[config.mk]
export PLATFORM = sky130hd
export DESIGN_NAME = saturn_bus_ctrl
export DESIGN_NICKNAME = d
export VERILOG_FILES = /design/src/rtl/saturn_bus_ctrl.sv
export SDC_FILE = /design/constraint.sdc
export NUM_CORES = 1
export LEC_CHECK = 0
export CAP_MARGIN = 40
export CORE_ASPECT_RATIO = 1.75
export CORE_UTILIZATION = 48
export CTS_CLUSTER_SIZE = 40
export DETAILED_ROUTE_END_ITERATION = 6
export GPL_TIMING_DRIVEN = 0
export HOLD_SLACK_MARGIN = 0.1
export PLACE_DENSITY = 0.79
export SETUP_SLACK_MARGIN = 0.3
export SYNTH_ARGS = -nofsm -noshare
export SYNTH_HDL_FRONTEND = slang
export SYNTH_SLANG_ARGS = --single-unit
[constraint.sdc]
create_clock -name i_clk -period 2.9 [get_ports i_clk]
set_input_delay 0.435 -clock i_clk [delete_from_list [all_inputs] [get_ports i_clk]]
set_output_delay 0.435 -clock i_clk [all_outputs]
set_load 0.02 [all_outputs]
[src/rtl/saturn_bus_ctrl.sv]
// saturn_bus_ctrl: nibble-bus sequencer and arbiter for the single memory port.
//
// Shares the port between decoder instruction fetch (PC-addressed, one nibble) and ALU data
// transfers (DAT0/DAT1, 1..16 nibbles, read or write). Commands are asserted on the bus-send
// phase enable and completed or deasserted on the bus-recv phase enable; all other clocks hold
// state. Memory wait states are absorbed by holding the command until i_mem_ready.
//
// Optional feature macro: SATURN_BUS_WDOG_EN
//   Defined   - a per-beat watchdog aborts a beat after WDOG_LIMIT not-ready recv phases and
//               raises the sticky o_bus_error flag.
//   Undefined - the controller waits indefinitely and o_bus_error is tied to 0.
//
// Ports:
//   i_clk, i_reset            core clock, asynchronous active-low reset
//   i_en_bus_send/recv        one-clock phase enables (command issue / completion)
//   i_fetch_req, i_pc         decoder fetch request and address
//   o_fetch_nibble/valid      fetched nibble and its one-clock update pulse
//   i_data_*                  data transfer request: we, start addr, length-1, write nibble
//   o_data_idx/rnib/rvalid    current beat index, read nibble and its pulse
//   o_data_busy/done          transfer in progress, end-of-transfer pulse
//   o_stall                   decoder hold
//   o_mem_*, i_mem_*          memory port: address, rd/wr commands, write data, read data, ready
//   o_bus_error               sticky watchdog abort flag
module saturn_bus_ctrl #(
  parameter int unsigned ADDR_W     = 20,
  parameter int unsigned WDOG_LIMIT = 15
) (
  input  logic              i_clk,
  input  logic              i_reset,
  input  logic              i_en_bus_send,
  input  logic              i_en_bus_recv,
  input  logic              i_fetch_req,
  input  logic [ADDR_W-1:0] i_pc,
  output logic [3:0]        o_fetch_nibble,
  output logic              o_fetch_valid,
  input  logic              i_data_req,
  input  logic              i_data_we,
  input  logic [ADDR_W-1:0] i_data_addr,
  input  logic [3:0]        i_data_len,
  input  logic [3:0]        i_data_wnib,
  output logic [3:0]        o_data_idx,
  output logic [3:0]        o_data_rnib,
  output logic              o_data_rvalid,
  output logic              o_data_busy,
  output logic              o_data_done,
  output logic              o_stall,
  output logic [ADDR_W-1:0] o_mem_addr,
  output logic              o_mem_rd,
  output logic              o_mem_wr,
  output logic [3:0]        o_mem_wdata,
  input  logic [3:0]        i_mem_rdata,
  input  logic              i_mem_ready,
  output logic              o_bus_error
);

  typedef enum logic [1:0] {StIdle, StFetch, StData} state_e;

  state_e            state_q, state_d;
  logic [ADDR_W-1:0] mem_addr_q, mem_addr_d;
  logic [ADDR_W-1:0] base_q, base_d;
  logic              mem_rd_q, mem_rd_d;
  logic              mem_wr_q, mem_wr_d;
  logic [3:0]        mem_wdata_q, mem_wdata_d;
  logic [3:0]        len_q, len_d;
  logic [3:0]        idx_q, idx_d;
  logic              we_q, we_d;
  logic [3:0]        rnib_q, rnib_d;
  logic              rvalid_q, rvalid_d;
  logic              done_q, done_d;
  logic [3:0]        fnib_q, fnib_d;
  logic              fvalid_q, fvalid_d;

  logic              cmd_active;
  logic              beat_ok;
  logic              beat_wait;
  logic              wdog_fire;
  logic [ADDR_W-1:0] beat_addr;

  // A beat is outstanding exactly while a command is on the bus.
  assign cmd_active = mem_rd_q | mem_wr_q;
  assign beat_ok    = i_en_bus_recv & cmd_active & i_mem_ready;
  assign beat_wait  = i_en_bus_recv & cmd_active & ~i_mem_ready;
  // Address arithmetic wraps naturally at ADDR_W bits.
  assign beat_addr  = base_q + ADDR_W'(idx_q);

`ifdef SATURN_BUS_WDOG_EN
  localparam int unsigned WdogW = (WDOG_LIMIT > 1) ? $clog2(WDOG_LIMIT + 1) : 1;

  logic [WdogW-1:0] wdog_q, wdog_d;
  logic             bus_err_q, bus_err_d;

  // Fires on the recv phase that would make the not-ready count reach WDOG_LIMIT.
  assign wdog_fire = beat_wait && (wdog_q == WdogW'(WDOG_LIMIT - 1));

  always_comb begin
    wdog_d    = wdog_q;
    bus_err_d = bus_err_q;
    if (beat_ok) begin
      wdog_d = '0;
    end else if (beat_wait) begin
      wdog_d = wdog_fire ? '0 : wdog_q + WdogW'(1);
    end
    if (wdog_fire) begin
      bus_err_d = 1'b1;
    end
  end

  always_ff @(posedge i_clk or negedge i_reset) begin
    if (!i_reset) begin
      wdog_q    <= '0;
      bus_err_q <= 1'b0;
    end else begin
      wdog_q    <= wdog_d;
      bus_err_q <= bus_err_d;
    end
  end

  assign o_bus_error = bus_err_q;
`else
  logic unused_wdog_limit;
  assign unused_wdog_limit = ^WDOG_LIMIT;
  assign wdog_fire         = 1'b0;
  assign o_bus_error       = 1'b0;
`endif

  always_comb begin
    state_d     = state_q;
    mem_addr_d  = mem_addr_q;
    base_d      = base_q;
    mem_rd_d    = mem_rd_q;
    mem_wr_d    = mem_wr_q;
    mem_wdata_d = mem_wdata_q;
    len_d       = len_q;
    idx_d       = idx_q;
    we_d        = we_q;
    rnib_d      = rnib_q;
    fnib_d      = fnib_q;
    rvalid_d    = 1'b0;
    done_d      = 1'b0;
    fvalid_d    = 1'b0;

    unique case (state_q)
      StIdle: begin
        if (i_en_bus_send) begin
          if (i_data_req) begin
            // Data wins over a simultaneous fetch; beat 0 goes out on this same send phase.
            base_d     = i_data_addr;
            len_d      = i_data_len;
            we_d       = i_data_we;
            idx_d      = '0;
            mem_addr_d = i_data_addr;
            mem_rd_d   = ~i_data_we;
            mem_wr_d   = i_data_we;
            if (i_data_we) begin
              mem_wdata_d = i_data_wnib;
            end
            state_d = StData;
          end else if (i_fetch_req) begin
            mem_addr_d = i_pc;
            mem_rd_d   = 1'b1;
            state_d    = StFetch;
          end
        end
      end

      StFetch: begin
        if (beat_ok) begin
          fnib_d   = i_mem_rdata;
          fvalid_d = 1'b1;
          mem_rd_d = 1'b0;
          state_d  = StIdle;
        end else if (wdog_fire) begin
          mem_rd_d = 1'b0;
          state_d  = StIdle;
        end
      end

      StData: begin
        // A new beat starts only when the previous one has completed; a waiting beat keeps
        // its command, address and write nibble untouched.
        if (i_en_bus_send && !cmd_active) begin
          mem_addr_d = beat_addr;
          mem_rd_d   = ~we_q;
          mem_wr_d   = we_q;
          if (we_q) begin
            mem_wdata_d = i_data_wnib;
          end
        end
        if (beat_ok) begin
          mem_rd_d = 1'b0;
          mem_wr_d = 1'b0;
          if (!we_q) begin
            rnib_d   = i_mem_rdata;
            rvalid_d = 1'b1;
          end
          if (idx_q == len_q) begin
            done_d  = 1'b1;
            state_d = StIdle;
          end else begin
            idx_d = idx_q + 4'd1;
          end
        end else if (wdog_fire) begin
          mem_rd_d = 1'b0;
          mem_wr_d = 1'b0;
          done_d   = 1'b1;
          state_d  = StIdle;
        end
      end

      default: begin
        state_d = StIdle;
      end
    endcase
  end

  always_ff @(posedge i_clk or negedge i_reset) begin
    if (!i_reset) begin
      state_q     <= StIdle;
      mem_addr_q  <= '0;
      base_q      <= '0;
      mem_rd_q    <= 1'b0;
      mem_wr_q    <= 1'b0;
      mem_wdata_q <= '0;
      len_q       <= '0;
      idx_q       <= '0;
      we_q        <= 1'b0;
      rnib_q      <= '0;
      rvalid_q    <= 1'b0;
      done_q      <= 1'b0;
      fnib_q      <= '0;
      fvalid_q    <= 1'b0;
    end else begin
      state_q     <= state_d;
      mem_addr_q  <= mem_addr_d;
      base_q      <= base_d;
      mem_rd_q    <= mem_rd_d;
      mem_wr_q    <= mem_wr_d;
      mem_wdata_q <= mem_wdata_d;
      len_q       <= len_d;
      idx_q       <= idx_d;
      we_q        <= we_d;
      rnib_q      <= rnib_d;
      rvalid_q    <= rvalid_d;
      done_q      <= done_d;
      fnib_q      <= fnib_d;
      fvalid_q    <= fvalid_d;
    end
  end

  // Fetch stall drops combinationally on the recv clock that completes the beat.
  assign o_stall = (state_q == StData) ||
                   ((state_q == StFetch) && !(i_en_bus_recv && i_mem_ready)) ||
                   ((state_q == StIdle) && i_data_req);

  assign o_fetch_nibble = fnib_q;
  assign o_fetch_valid  = fvalid_q;
  assign o_data_idx     = idx_q;
  assign o_data_rnib    = rnib_q;
  assign o_data_rvalid  = rvalid_q;
  assign o_data_busy    = (state_q == StData);
  assign o_data_done    = done_q;
  assign o_mem_addr     = mem_addr_q;
  assign o_mem_rd       = mem_rd_q;
  assign o_mem_wr       = mem_wr_q;
  assign o_mem_wdata    = mem_wdata_q;

endmodule
# Word-level counts from Yosys, hierarchy flattened
# Index checks and enable logic that the tools add are counted.
op_classes:
  addsub: 2
  multipliers: 0
  div_mod_pow: 0
  magnitude_cmp: 0
  eq_ne: 14
  shifts: 0
  mux: 43
  n_bitwise: 5
  n_reduce_logical: 20
ops:
  columns: ["cell", "n"]
  rows:
  - ["$mux 20", 4]
  - ["$pmux 20 s2", 1]
  - ["$mux 4", 9]
  - ["$add 20x4->20", 1]
  - ["$mux 1", 18]
  - ["$pmux 4 s2", 2]
  - ["$reduce_and 5->1", 3]
  - ["$mux 2", 6]
  - ["$ne 2x2->1 const B", 5]
  - ["$ne 2x1->1 const B", 4]
  - ["$reduce_and 4->1", 2]
  - ["$pmux 2 s3", 1]
  - ["$reduce_and 3->1", 2]
  - ["$reduce_and 6->1", 1]
  - ["$add 4x1->4 const B", 1]
  - ["$eq 4x4->1", 1]
  - ["$logic_and 1x1->1", 4]
  - ["$ne 3x1->1 const B", 1]
  - ["$ne 3x3->1 const B", 1]
  - ["$pmux 1 s3", 1]
  - ["$reduce_bool 3->1", 1]
  - ["$and 1x1->1", 2]
  - ["$eq 2x1->1 const B", 1]
  - ["$eq 2x2->1 const B", 1]
  - ["other kinds (8)", 11]
totals:
  reg_bits: 68
  latchBits: 0
  ramBits: 0
  rom_bits: 0
  inputBits: 60
  out_inout_bits: 44
  mem_count: 0

# Logic depth before layout (Yosys ltp)
# Gate-level depths: netlist of run 1.
depth:
  depth_word: 6
  ltp_mapped: 9
  ltp_nobuf: 8

# Least setup slack after synthesis of run 1
# Ideal clock, no wire load.
synth_path:
  path_kind: "reg2reg"
  from: "reg idx_q[0] (netlist: o_data_idx[0])"
  to: "reg mem_addr_q[16] (netlist: o_mem_addr[16])"
  setup_ns: 0.069
  arrival_time_ns: 2.182
  required_ns: 2.831
  path_slack_ns: 0.650
  path_stages_with_launch: 9
  synth_period_minus_slack_ns: 2.250
  path_cell_list: "dfrtp_1 > ha_1 > inv_1 > fa_1 > nand2b_1 > a21oi_4 > nand4_2 > or4_1 > nand3_1"
synth_via:
  elab_chain_cells: 3
synth_lines:
  columns: ["element", "line", "text"]
  rows:
  - ["start, declared", "65", "logic [3:0] idx_q, idx_d;"]
  - ["start signal, assigned", "240", "idx_q <= idx_d;"]
  - ["$add 20x4->20", "84", "assign beat_addr = base_q + ADDR_W'(idx_q);"]
  - ["$mux 20", "181", "if (i_en_bus_send && !cmd_active) begin"]
  - ["$pmux 20 s2", "142", "unique case (state_q)"]
  - ["end signal, assigned", "234", "mem_addr_q <= mem_addr_d;"]
  - ["end, declared", "59", "logic [ADDR_W-1:0] mem_addr_q, mem_addr_d;"]
# Every way passes these cells. The select of a mux whose other input is x is not followed.
# A chain may end at the register's enable or synchronous reset.

# Worst setup path after layout of run 1
layout_path:
  from: "reg state_q[0]"
  to: "out o_stall"
layout_via:
  elab_chain_cells: 4
  elab_cells_between_ends: 7
  cone_classes: "eq/ne: 2; reduce/logical: 5"
layout_lines:
  columns: ["element", "line", "text"]
  rows:
  - ["start, declared", "58", "state_e state_q, state_d;"]
  - ["start signal, assigned", "218", "state_q <= StIdle;"]
  - ["start signal, assigned", "233", "state_q <= state_d;"]
  - ["$eq 2x1->1", "252", "((state_q == StFetch) && !(i_en_bus_recv && i_mem_ready)) ||"]
  - ["$logic_and 1x1->1", "252", null]
  - ["$logic_or 1x1->1", "251", "assign o_stall = (state_q == StData) ||"]
  - ["$logic_or 1x1->1 (*)", "252", null]
  - ["end, declared", "46", "output logic o_stall,"]
# Every way passes the cells marked *; elsewhere a longest branch is shown, timed or not.

==> flow_metrics.env, run 1 <==
export IMPL_post_route_min_period_ns=2.42
export IMPL_r2r_start="o_data_idx[0]"
export IMPL_cp_cell_sequence="inv_1, ha_1, buf_2, inv_1, buf_2, nand3_1, dlygate4sd2_1"
export IMPL_nFillCells=600
export IMPL_tightest_slew_ns=0.706
export IMPL_min_to="o_fetch_nibble[0]"
export IMPL_finalCritPeriodShare_pct=83.6
export IMPL_fin_ws_ns=0.476
export IMPL_ys_types=52
export IMPL_min_from="o_fetch_nibble[0]"
export IMPL_dp_cells=550
export IMPL_grt_total_usage_pct=26.5
export IMPL_io_pins=104
export IMPL_numCtsBuffers=9
export IMPL_crit_buf_inv=5
export IMPL_arrival_ns=1.99
export IMPL_num_vias=3241
export IMPL_stdcell_count=563
export IMPL_status="completed"
export IMPL_die_y_um=118
export IMPL_nets=544
export IMPL_finalSetupViolations=0
export IMPL_syn_to_final_growth_pct=37.7
export IMPL_first_iter_violations=152
export IMPL_finalMaxSlewViolations=0
export IMPL_synth_edf_count=0
export IMPL_ys_flop_type="dfrtp_1"
export IMPL_endpoint_kind="output pin"
export IMPL_crit_path_max_fanout=10
export IMPL_worstSkewPairLatency_ns=0.34
export IMPL_globalplace_congestion=0.822
export IMPL_holdPathStages=2
export IMPL_worst_path_largest_cell_delay_ns=0.37
export IMPL_skew_ns=0.00538
export IMPL_place_ws_ns=0.521
export IMPL_synth_seq_cells=68
export IMPL_max_slew_margin_rel_pct=53.0
export IMPL_hold_viol_final=0
export IMPL_h_tree_depth=3
export IMPL_r2r_slack_ns=0.49
export IMPL_cts_buffer_depth=2
export IMPL_grt_max_degree=49
export IMPL_r2r_end="o_mem_addr[16]"
export IMPL_hpwl_um=7170
export IMPL_r2r_worst_path_cells=8
export IMPL_worstPathRequired_ns=2.47
export IMPL_synth_seq_area_share_pct=45.8
export IMPL_path_class="flip-flop to output pin"
export IMPL_path_clk_slew_ns=0.05
export IMPL_firstDrtPassIters=5
export IMPL_drc=0
export IMPL_initial_core_util_pct=49.5
export IMPL_synthArstFlopShare_pct=100
export IMPL_rows=42
export IMPL_clock_sinks=68
export IMPL_ant_nets=0
export IMPL_switching_share_pct=38.7
export IMPL_tritoncts="done"
export IMPL_power_leakage_nw=2.20
export IMPL_antenna_cells=0
export IMPL_synth_fp_nets=430
export IMPL_io_buffers=101
export IMPL_grt_pass1_wl_um=15900
export IMPL_die_area_sq_um=8110
export IMPL_yosys_warnings=0
export IMPL_antenna_found_initial=0
export IMPL_postCtsSetupRepairBufs=0
export IMPL_cap_violations=0
export IMPL_core_area_sq_um=7510
export IMPL_rsz0062_at_grt="false"
export IMPL_worst_path_max_delay_cell="dfrtp_1"
export IMPL_drt_wirelength_per_cell_um=17.2
export IMPL_pwr_share_seq_pct=34.7
export IMPL_internal_power_w=0.00310
export IMPL_drive_gt1_share_pct=14.7
export IMPL_die_w_um=68.5
export IMPL_grt_pass1_vias=3279
export IMPL_ir_worst_vdd_mv=0.548
export IMPL_p_clk_share_pct=18.9
export IMPL_cts_root_buf="clkbuf_16"
export IMPL_cp_start_kind="flip-flop"
export IMPL_crit_family="buffers and inverters"
export IMPL_avgSynthCellArea_sq_um=10.3
export IMPL_syn_area_sq_um=3720
export IMPL_power_frac_comb_pct=46.5
export IMPL_powerDensity_nw_per_um2=986
export IMPL_p_switching_w=0.00195
export IMPL_grt_overflow=0
export IMPL_syn_instance_count=360
export IMPL_hp_class="flip-flop to flip-flop"
export IMPL_max_freq_mhz=413
export IMPL_viasPerCell=5.76
export IMPL_drt_total_wl_um=9690
## layout make-up
type / count / area [sq um] / share of cell area, %
clock buffers: 12 / 246 / 4.82
inverters: 12 / 45.0 / 0.880
plain buffers: 19 / 96.3 / 1.88
multi-input cells: 261 / 1870 / 36.6
well taps: 88 / 110 / 2.15
repair buffers: 103 / 1040 / 20.4
flip-flops and latches: 68 / 1700 / 33.2
## flip-flops by register name (all words and copies together) (netlist names), 2 cells and up
| signal | flops |
|---|---|
| base_q | 20 |
| len_q | 4 |
| o_data_idx | 4 |
| o_data_rnib | 4 |
| o_fetch_nibble | 4 |
| o_mem_addr | 20 |
| o_mem_wdata | 4 |
| state_q | 2 |
## Yosys cell counts, types with 2 or more instances
library cell	n	area, sq um
dfrtp_1	68	1700
nand2_1	39	146
mux2_2	35	394
o21ai_0	27	135
mux2i_1	23	230
a21oi_1	21	105
nor3_1	21	105
inv_1	12	45.0
buf_2	11	55.1
nor2_1	11	41.3
xnor2_1	11	96.3
ha_1	9	113
nand4_1	7	43.8
a31oi_1	6	37.5
nand3_1	6	30.0
clkbuf_1	5	18.8
xor2_1	5	43.8
a21o_1	3	22.5
nand2b_1	3	18.8
nor2b_1	3	18.8
a41oi_1	2	17.5
and3_1	2	12.5
## routing by layer
layer  global-route usage, %  up-vias  routed length [um]
li1                        -     1514                   -
met4                    13.4        0                 258
met5                       0        -                   0
met1                    29.7     1601                3620
met2                    45.7      102                5420
met3                    4.25       24                 387
## metrics by stage
stage	util, %	setup TNS [ns]	power [W]	hold slack, ns	instance area, sq um
floorplan	-	0	0.00313	0.139	3720
global route	68.1	0	0.00536	0.508	5120
detailed placement	64.7	0	0.00410	0.348	4860
CTS	68.1	0	0.00507	0.481	5120
finish	68.1	0	0.00505	0.476	5120
global placement	64.4	-61.41	0.00403	0.460	4840
## power by group through the flow
stage               clock [W]  combinational [W]  sequential, W
global placement            0            0.00230        0.00173
finish               0.000952            0.00235        0.00175
CTS                  0.000965            0.00236        0.00174
floorplan                   0            0.00117        0.00196
detailed placement          0            0.00235        0.00175
global route          0.00100            0.00255        0.00181
## cell families after synthesis
logic type / count (synthesis) / share of synthesized area (%)
XOR/XNOR: 16 / 3.77
AND/OR/NAND/NOR: 104 / 14.1
adder cells (fa/ha/maj): 10 / 3.57
other: 1 / 0.101
flip-flops: 68 / 45.8
multiplexers: 58 / 16.8
buffers and inverters: 31 / 3.80
AO/OA/AOI/OAI: 72 / 12.1
## repair_timing
item | 4_1_cts | 5_1_grt
endpoints found under the hold margin | 20 | 0
gates resized for setup | 1 | 0
hold buffers | 1 | 0
endpoints found under the setup margin | 1 | 0
## how the worst max path moves through the flow
stage	to	from	slack (ns)	cells past startpoint
floorplan	o_mem_addr[16]	o_data_idx[0]	0.65	8
global route	o_mem_addr[16]	o_data_idx[0]	0.36	8
finish	o_stall	state_q[0]	0.48	7
CTS	o_stall	state_q[0]	0.46	7
detailed placement	o_mem_addr[16]	o_data_idx[0]	0.52	8
global placement	o_data_rnib[0]	i_reset	-0.91	1
## tightest hold or removal path, cell delays in order (launching register included)
cell and delay (ns):
dfrtp_1 0.34, nand2_1 0.05, nand2_1 0.05
## cells in the final DEF (no fill, tap or decap), drive strengths merged, types with 2 or more instances in the layout
| cell | instances |
|---|---|
| nor2b | 3 |
| a21o | 3 |
| nand2b | 3 |
| xor2 | 5 |
| a21oi | 22 |
| nor3 | 22 |
| a41oi | 2 |
| dfrtp | 68 |
| o21ai | 28 |
| nand4 | 8 |
| nand2 | 39 |
| clkdlybuf4s50 | 99 |
| buf | 16 |
| mux2 | 35 |
| a211oi | 2 |
| a31oi | 6 |
| inv | 12 |
| and3 | 2 |
| nor2 | 11 |
| clkbuf | 17 |
| nand3 | 6 |
| xnor2 | 11 |
| and2 | 2 |
| ha | 9 |
| and4 | 2 |
| mux2i | 23 |
No activity file was read; power rests on OpenSTA's default activity.
==> run 2, diff against run 1 <==
- clock period: 2.9 -> 2.4 ns (I/O delays scaled with it)
==> flow_metrics.env, run 2 (synthesis results as in run 1) <==
export IMPL_drive_gt1_share_pct=20.8
export IMPL_die_w_um=68.5
export IMPL_fin_setup_tns_ns=0
export IMPL_grt_overflow=0
export IMPL_worst_path_largest_cell_delay_ns=0.38
export IMPL_p_switching_w=0.00247
export IMPL_globalplace_congestion=0.848
export IMPL_io_buffers=101
export IMPL_final_common_cell="clkdlybuf4s50_1"
export IMPL_grt_total_usage_pct=26.4
export IMPL_die_y_um=118
export IMPL_cts_root_buf="clkbuf_16"
export IMPL_initial_core_util_pct=49.5
export IMPL_io_pins=104
export IMPL_finalSetupViolations=0
export IMPL_grt_pass1_wl_um=15800
export IMPL_arrival_ns=2.22
export IMPL_finalMaxSlewViolations=0
export IMPL_antenna_found_initial=0
export IMPL_nets=557
export IMPL_antenna_cells=0
export IMPL_tritoncts="done"
export IMPL_max_slew_margin_rel_pct=61.0
export IMPL_power_leakage_nw=2.30
export IMPL_viasPerCell=5.73
export IMPL_firstDrtPassIters=4
export IMPL_ant_nets=0
export IMPL_path_clk_slew_ns=0.05
export IMPL_internal_power_w=0.00403
export IMPL_finish_utilization_pct=71.4
export IMPL_hpwl_um=7310
export IMPL_crit_path_max_fanout=10
export IMPL_multi_input_area_sq_um=1950
export IMPL_post_route_min_period_ns=2.01
export IMPL_max_freq_mhz=497
export IMPL_path_class="flip-flop to flip-flop"
export IMPL_cts_buffer_depth=2
export IMPL_rsz0062_at_grt="true"
export IMPL_cp_start_kind="flip-flop"
export IMPL_grt_pass1_vias=3300
export IMPL_numCtsBuffers=9
export IMPL_crit_buf_inv=3
export IMPL_worst_path_max_delay_cell="dfrtp_1"
export IMPL_fin_ws_ns=0.387
export IMPL_first_iter_violations=226
export IMPL_num_vias=3316
export IMPL_drt_wirelength_per_cell_um=17.5
export IMPL_p_clk_share_pct=19.6
export IMPL_place_ws_ns=0.138
export IMPL_crit_family="compound AO/OA/AOI/OAI gates"
export IMPL_tightest_slew_ns=0.577
export IMPL_cp_cell_sequence="inv_2, ha_2, buf_6, and4bb_2, o22ai_4, buf_2, nor3_1, a21oi_1, o21ai_0"
export IMPL_power_frac_comb_pct=47.5
export IMPL_syn_to_final_growth_pct=44.3
export IMPL_finalCritPeriodShare_pct=83.9
export IMPL_die_area_sq_um=8110
export IMPL_worstPathRequired_ns=2.61
export IMPL_switching_share_pct=38.0
export IMPL_cap_violations=0
export IMPL_regArea_sq_um=1700
export IMPL_drt_total_wl_um=10100
export IMPL_nFillCells=560
export IMPL_hold_viol_final=0
export IMPL_h_tree_depth=3
export IMPL_grt_max_degree=51
export IMPL_worstSkewPairLatency_ns=0.33
export IMPL_rows=42
export IMPL_ir_worst_vdd_mv=0.558
export IMPL_drc=0
export IMPL_endpoint_kind="flip-flop"
export IMPL_final_cell_mix="clkdlybuf4s50_1, dfrtp_1, nand2_1"
export IMPL_powerDensity_nw_per_um2=1210
export IMPL_status="completed"
export IMPL_hp_class="input port to async pin"
export IMPL_clock_sinks=68
export IMPL_skew_ns=0.00533
export IMPL_pwr_share_seq_pct=32.9
export IMPL_core_area_sq_um=7510
[run 2: cell count changes in the layout (fill, tap and decap cells not counted), moves of 2 or more]
cell,before,now
ha_4,0,3
inv_1,12,9
buf_4,2,14
inv_2,0,3
ha_1,9,5
clkbuf_4,0,2
buf_6,1,6
clkbuf_2,0,2
dfrtp_2,0,2
clkbuf_1,7,5
buf_2,11,7
dfrtp_1,68,66
[run 2: final cells by class]
type                       instances  area share, %
clock inverter                     2          0.653
inverter                          12          0.840
timing repair buffer             116           21.3
clock buffer                      13           4.67
sequential                        68           31.8
tap                               88           2.05
multi-input combinational        261           36.3
buffer                            19           2.47
[run 2: stage by stage]
step | power (W) | area [sq um] | instances | hold WS, ns
6_report | 0.00650 | 5360 | 579 | 0.456
5_1_grt | 0.00687 | 5360 | 579 | 0.481
4_1_cts | 0.00635 | 5260 | 573 | 0.452
3_5_place_dp | 0.00501 | 4890 | 550 | 0.257
3_3_place_gp | 0.00490 | 4860 | 549 | 0.461
2_1_floorplan | 0.00381 | 3740 | 360 | 0.0644
[run 2: final timing paths]
kind / cells past startpoint / startpoint / slack, ns / endpoint
max in group asynchronous: 3 / i_reset / 1.42 / o_mem_wdata[1]
min: 2 / i_reset / 0.46 / o_mem_addr[1]
min in group i_clk: 2 / o_fetch_nibble[0] / 0.47 / o_fetch_nibble[0]
max: 9 / state_q[0] / 0.39 / o_mem_addr[8]
max reg2reg: 9 / state_q[0] / 0.39 / o_mem_addr[8]
min reg2reg: 2 / o_fetch_nibble[0] / 0.47 / o_fetch_nibble[0]
[run 2: routing by layer]
metal,wire [um],track usage (%),share of wire [%],vias up
li1,-,-,-,1547
met1,3700,28.8,37,1626
met2,5630,45.6,56,122
met3,511,5.50,5.0,21
met4,296,13.4,2.9,0
met5,0,0,0,-
[run 2: repair_timing]
action	CTS	global route
pin swaps	4	3
setup endpoints to repair	26	42
buffers inserted	7	5
hold buffers	1	0
endpoints found under the hold margin	18	0
cloned	0	1
resized for setup	8	28
[run 2: power by group through the flow]
stage | clock network, W | registers [W] | logic [W]
2_1_floorplan | 0 | 0.00238 | 0.00143
3_3_place_gp | 0 | 0.00210 | 0.00279
3_5_place_dp | 0 | 0.00214 | 0.00287
4_1_cts | 0.00129 | 0.00212 | 0.00293
5_1_grt | 0.00134 | 0.00219 | 0.00333
6_report | 0.00128 | 0.00214 | 0.00308
